<file path="src/rtl/fwd_hazard_ctrl.sv">
// Forwarding and load-use hazard controller for the 5-stage pipeline.
// Shadows rd/regwrite through EX, MEM and WB so the core only supplies ID-stage decode fields.
module fwd_hazard_ctrl #(
  parameter int REG_W = 5,
  parameter int CNT_W = 16
) (
  input  logic             clk_i,
  input  logic             rst_i,
  input  logic [REG_W-1:0] id_rs1_i,
  input  logic [REG_W-1:0] id_rs2_i,
  input  logic [REG_W-1:0] id_rd_i,
  input  logic             id_regwrite_i,
  input  logic             id_memread_i,
  input  logic             flush_i,
  output logic [1:0]       fwd_a_o,
  output logic [1:0]       fwd_b_o,
  output logic             stall_o,
  output logic             pc_write_o,
  output logic             ifid_write_o,
  output logic [CNT_W-1:0] stall_cnt_o
);

  localparam logic [1:0] FwdNone = 2'b00;
  localparam logic [1:0] FwdWb   = 2'b01;
  localparam logic [1:0] FwdMem  = 2'b10;

  logic [REG_W-1:0] exRs1_q, exRs1_d;
  logic [REG_W-1:0] exRs2_q, exRs2_d;
  logic [REG_W-1:0] exRd_q, exRd_d;
  logic             exRegWrite_q, exRegWrite_d;
  logic             exMemRead_q, exMemRead_d;
  logic [REG_W-1:0] memRd_q, memRd_d;
  logic             memRegWrite_q, memRegWrite_d;
  logic [REG_W-1:0] wbRd_q, wbRd_d;
  logic             wbRegWrite_q, wbRegWrite_d;
  logic [CNT_W-1:0] stallCnt_q, stallCnt_d;

  logic loadUse;
  logic insertBubble;

  // The newest producer wins, and x0 is never a forwarding source.
  function automatic logic [1:0] selectSource(
    input logic [REG_W-1:0] src,
    input logic [REG_W-1:0] memRd,
    input logic             memRegWrite,
    input logic [REG_W-1:0] wbRd,
    input logic             wbRegWrite
  );
    logic [1:0] sel;
    sel = FwdNone;
    if (memRegWrite && (memRd != '0) && (memRd == src)) begin
      sel = FwdMem;
    end else if (wbRegWrite && (wbRd != '0) && (wbRd == src)) begin
      sel = FwdWb;
    end
    return sel;
  endfunction

  always_comb begin
    fwd_a_o = selectSource(exRs1_q, memRd_q, memRegWrite_q, wbRd_q, wbRegWrite_q);
    fwd_b_o = selectSource(exRs2_q, memRd_q, memRegWrite_q, wbRd_q, wbRegWrite_q);
  end

  // A taken branch squashes the consumer, so flush suppresses the stall.
  always_comb begin
    loadUse = exMemRead_q && (exRd_q != '0) &&
              ((exRd_q == id_rs1_i) || (exRd_q == id_rs2_i));
    stall_o      = loadUse && !flush_i;
    insertBubble = stall_o || flush_i;
    pc_write_o   = !stall_o;
    ifid_write_o = !stall_o;
  end

  always_comb begin
    wbRd_d        = memRd_q;
    wbRegWrite_d  = memRegWrite_q;
    memRd_d       = exRd_q;
    memRegWrite_d = exRegWrite_q;
    if (insertBubble) begin
      exRs1_d      = '0;
      exRs2_d      = '0;
      exRd_d       = '0;
      exRegWrite_d = 1'b0;
      exMemRead_d  = 1'b0;
    end else begin
      exRs1_d      = id_rs1_i;
      exRs2_d      = id_rs2_i;
      exRd_d       = id_rd_i;
      exRegWrite_d = id_regwrite_i;
      exMemRead_d  = id_memread_i;
    end
  end

  always_comb begin
    stallCnt_d = stallCnt_q;
    if (stall_o && (stallCnt_q != '1)) begin
      stallCnt_d = stallCnt_q + CNT_W'(1);
    end
  end

  assign stall_cnt_o = stallCnt_q;

  always_ff @(posedge clk_i or negedge rst_i) begin
    if (!rst_i) begin
      exRs1_q       <= '0;
      exRs2_q       <= '0;
      exRd_q        <= '0;
      exRegWrite_q  <= 1'b0;
      exMemRead_q   <= 1'b0;
      memRd_q       <= '0;
      memRegWrite_q <= 1'b0;
      wbRd_q        <= '0;
      wbRegWrite_q  <= 1'b0;
      stallCnt_q    <= '0;
    end else begin
      exRs1_q       <= exRs1_d;
      exRs2_q       <= exRs2_d;
      exRd_q        <= exRd_d;
      exRegWrite_q  <= exRegWrite_d;
      exMemRead_q   <= exMemRead_d;
      memRd_q       <= memRd_d;
      memRegWrite_q <= memRegWrite_d;
      wbRd_q        <= wbRd_d;
      wbRegWrite_q  <= wbRegWrite_d;
      stallCnt_q    <= stallCnt_d;
    end
  end

endmodule

</file>
<file path="config.mk">
export PLATFORM = sky130hd
export DESIGN_NAME = fwd_hazard_ctrl
export DESIGN_NICKNAME = d
export VERILOG_FILES = /design/src/rtl/fwd_hazard_ctrl.sv
export SDC_FILE = /design/constraint.sdc
export NUM_CORES = 1
export LEC_CHECK = 0
export ABC_AREA = 1
export CORE_MARGIN = 1.5
export CORE_UTILIZATION = 56
export CTS_CLUSTER_DIAMETER = 120
export DETAILED_ROUTE_END_ITERATION = 8
export GPL_ROUTABILITY_DRIVEN = 0
export PLACE_DENSITY = 0.85
export SLEW_MARGIN = 20
export SYNTH_ARGS = -nofsm -noshare
export SYNTH_HDL_FRONTEND = slang
export SYNTH_SLANG_ARGS = --single-unit
</file>
<file path="constraint.sdc">
create_clock -name clk_i -period 4.6 [get_ports clk_i]
set_input_delay 0.69 -clock clk_i [delete_from_list [all_inputs] [get_ports clk_i]]
set_output_delay 0.69 -clock clk_i [all_outputs]
set_load 0.01 [all_outputs]
</file>
==> results by group <==
Final layout
  – Most frequent cells in the layout: 85 x nand2_1, 45 x dfrtp_1, 41 x clkdlybuf4s50_1
  – N_diodes: 0
  – Area Overhead vs Synth: 22.9%
  – Layout cells sized above 1: 7.74%
  – Most common cell after layout, fill and taps aside: nand2_1
  – Final Util: between 70% and 80%
  – Final net count: between 300 and 400

Clocking
  – CTS tree: yes
  – Post-CTS Hold Fix Bufs: 0
  – Htree depth: 2
  – Root buf cell: clkbuf_8
  – Post-cts resize count: 0
  – CTS Buf Count: 5
  – Clock Sinks: 45
  – Post-CTS Setup Inserts: 0
  – Worst-Skew Late Latency: 300 ps
  – Clock-pin slew of the registers on the worst-case setup and hold paths: 90 ps
  – Clk buf depth: 2

Synth
  – Top cell type's share of synthesized area: around half
  – YS warnings: 0
  – Synthesized area: 0.00232 mm^2
  – Synth area leader: dfrtp_1
  – Synth Instances: 277
  – Syn_nets: 298
  – Post-synthesis sequential area ratio: 48.5%
  – Top post-synthesis cells by area: dfrtp_1 48%, nand2_1 14%, xnor2_1 6.8%
  – Post-Syn Area per Cell: between 8 and 9 um^2
  – Netlist cell types: 22
  – Number of synthesized register bits: 45

Placed design
  – I/O Buffers: between 40 and 50
  – Post-DP HPWL: between 3000 and 4000 um

Route
  – Post-Route WL: 4950 um
  – Post-DR wirelength/cell: roughly 13 um
  – Vias per std cell: 5.02
  – DRT Pass-1 Iters: 4
  – Drt drc: 0
  – Via count: 1,874
  – Final ANT Viol Nets: 0
  – Initial DRC count: 150

STA
  – Final period utilization: between 60% and 70%
  – Worst clock skew: about 7 ps
  – Fin crit period: approximately 3100 ps
  – Rel. slew slack: a little over a third
  – Fmax: around 320 MHz
  – RSZ-0062 raised after global routing: no
  – Tightest Pin Transition: around 970 ps
  – Final Max Tran Viols: 0
  – TNS Setup: 0 ps
  – Endpoints failing hold: 0
  – Setup violations, final: 0

GRT
  – Initial antenna violation count: 0
  – Largest net degree at the start of global routing: 46
  – Total track usage: 25.3%
  – Vias in the first global route: between 1,500 and 2,000
  – GRT overflow: 0
  – First-pass GRT wire length: ~8500 um

Worst hold path
  – Min-delay src: exRegWrite_q
  – Hold WC Path Type: flip-flop to flip-flop

Power
  – Pwr Density: ~270 mW/mm^2
  – Leakage: between 1 and 1.5 nW
  – Final Power: slightly below 0.8 mW
  – Worst vdd rail ir drop: 0.000242 V

Setup path
  – Critical Path Source: id_rs2_i[0]
  – CP Class: input port to output port
  – Worst R2R Start: stall_cnt_o[0]
  – Flop-to-flop setup slack: about 2900 ps
  – Critical path peak fanout: 4
  – CP arrival: around 2400 ps
  – Worst Setup End Kind: output port
  – Worst setup SP type: input port
  – CP Data Required Time: 3910 ps

Floorplanning
  – Rows: 23
  – Die Area: about 0.0045 mm^2
  – Die X: ~67 um
  – Starting Density: roughly three fifths
  – Die H: 67.4 um
  – Core ar.: 0.00400 mm^2
  – I/O pin count: 43

Status
  – Outcome: completed

Run
  – MaxCap Viol Count: 0
-- sequential cells by signal, summed over array words and instances (netlist names), 5 cells and up --
register,count
exRs2_q,5
exRd_q,5
stall_cnt_o,16
exRs1_q,5
wbRd_q,5
memRd_q,5
-- kinds of logic (layout without fill, tap and decap cells) --
kind of cell | count (synthesis) | after routing | synth area share (%)
DFF | 45 | 45 | 48.5
AOI/OAI and AO/OA | 3 | 3 | 0.646
adders and majority gates | 1 | 1 | 0.538
xor gates and xnor gates | 36 | 36 | 13.6
and+or+nand+nor | 156 | 156 | 30.0
buffers and inverters | 36 | 82 | 6.78
-- area by class of cell --
type,count,area (um^2)
multi-input combinational,196,1040
fill,311,1140
timing repair buffer,42,415
tap,50,62.6
clock buffer,5,68.8
clock inverter,3,22.5
sequential,45,1130
inverter,32,120
-- worst max-delay path: stages --
cell and delay (ps):
clkdlybuf4s50_1 540, nand2_1 80, clkinv_1 60, nor2_1 40, nor2_1 90, nand3_1 90, nand2_2 130, nand3_4 110
inv_1 70, clkdlybuf4s50_1 520
-- metal layers --
layer / global-route usage [%] / vias up / share of wire (%)
li1: - / 926 / -
met1: 34.0 / 880 / 44
met2: 41.2 / 57 / 49
met3: 4.33 / 11 / 4.1
met4: 9.69 / 0 / 2.1
met5: 0 / - / 0
-- power breakdown --
part           internal, mW  leakage (nW)  switching, mW
combinational        0.0477         0.777         0.0485
sequential            0.413         0.597         0.0221
clock                 0.107        0.0364          0.142
total                 0.567          1.41          0.213
-- worst paths after layout --
kind                                         to  cells after the start
worst max register to register   stall_cnt_o[8]                      9
worst min-delay path              memRegWrite_q                      0
max in group asynchronous       stall_cnt_o[10]                      1
min in group asynchronous             exRd_q[3]                      1
worst max-delay path                    stall_o                     10
worst min register to register    memRegWrite_q                      0
-- cell usage after synthesis --
library cell	instances
ha_1	1
nand3_1	9
nand4_1	5
dfrtp_1	45
xnor2_1	18
inv_1	26
nand3_4	1
o21ai_0	3
nor3b_1	2
buf_4	2
clkinv_1	1
xor2_1	18
inv_2	5
nand3_2	1
buf_6	2
nand4_4	1
nand2_2	5
nor2_4	3
nand2_1	85
nor2_1	40
nor4_1	2
nor3_1	2
-- through the flow --
step                      worst slack [ps]  area [um^2]  std cells  hold WS, ps
after global routing                  1380         2860        373          385
after CTS                             1520         2860        373          369
after floorplan                       2530         2320        277          331
final                                 1500         2860        373          367
after detailed placement              1530         2760        365          340
after global placement                1540         2760        365          337
(Power assumes the default switching activity.)
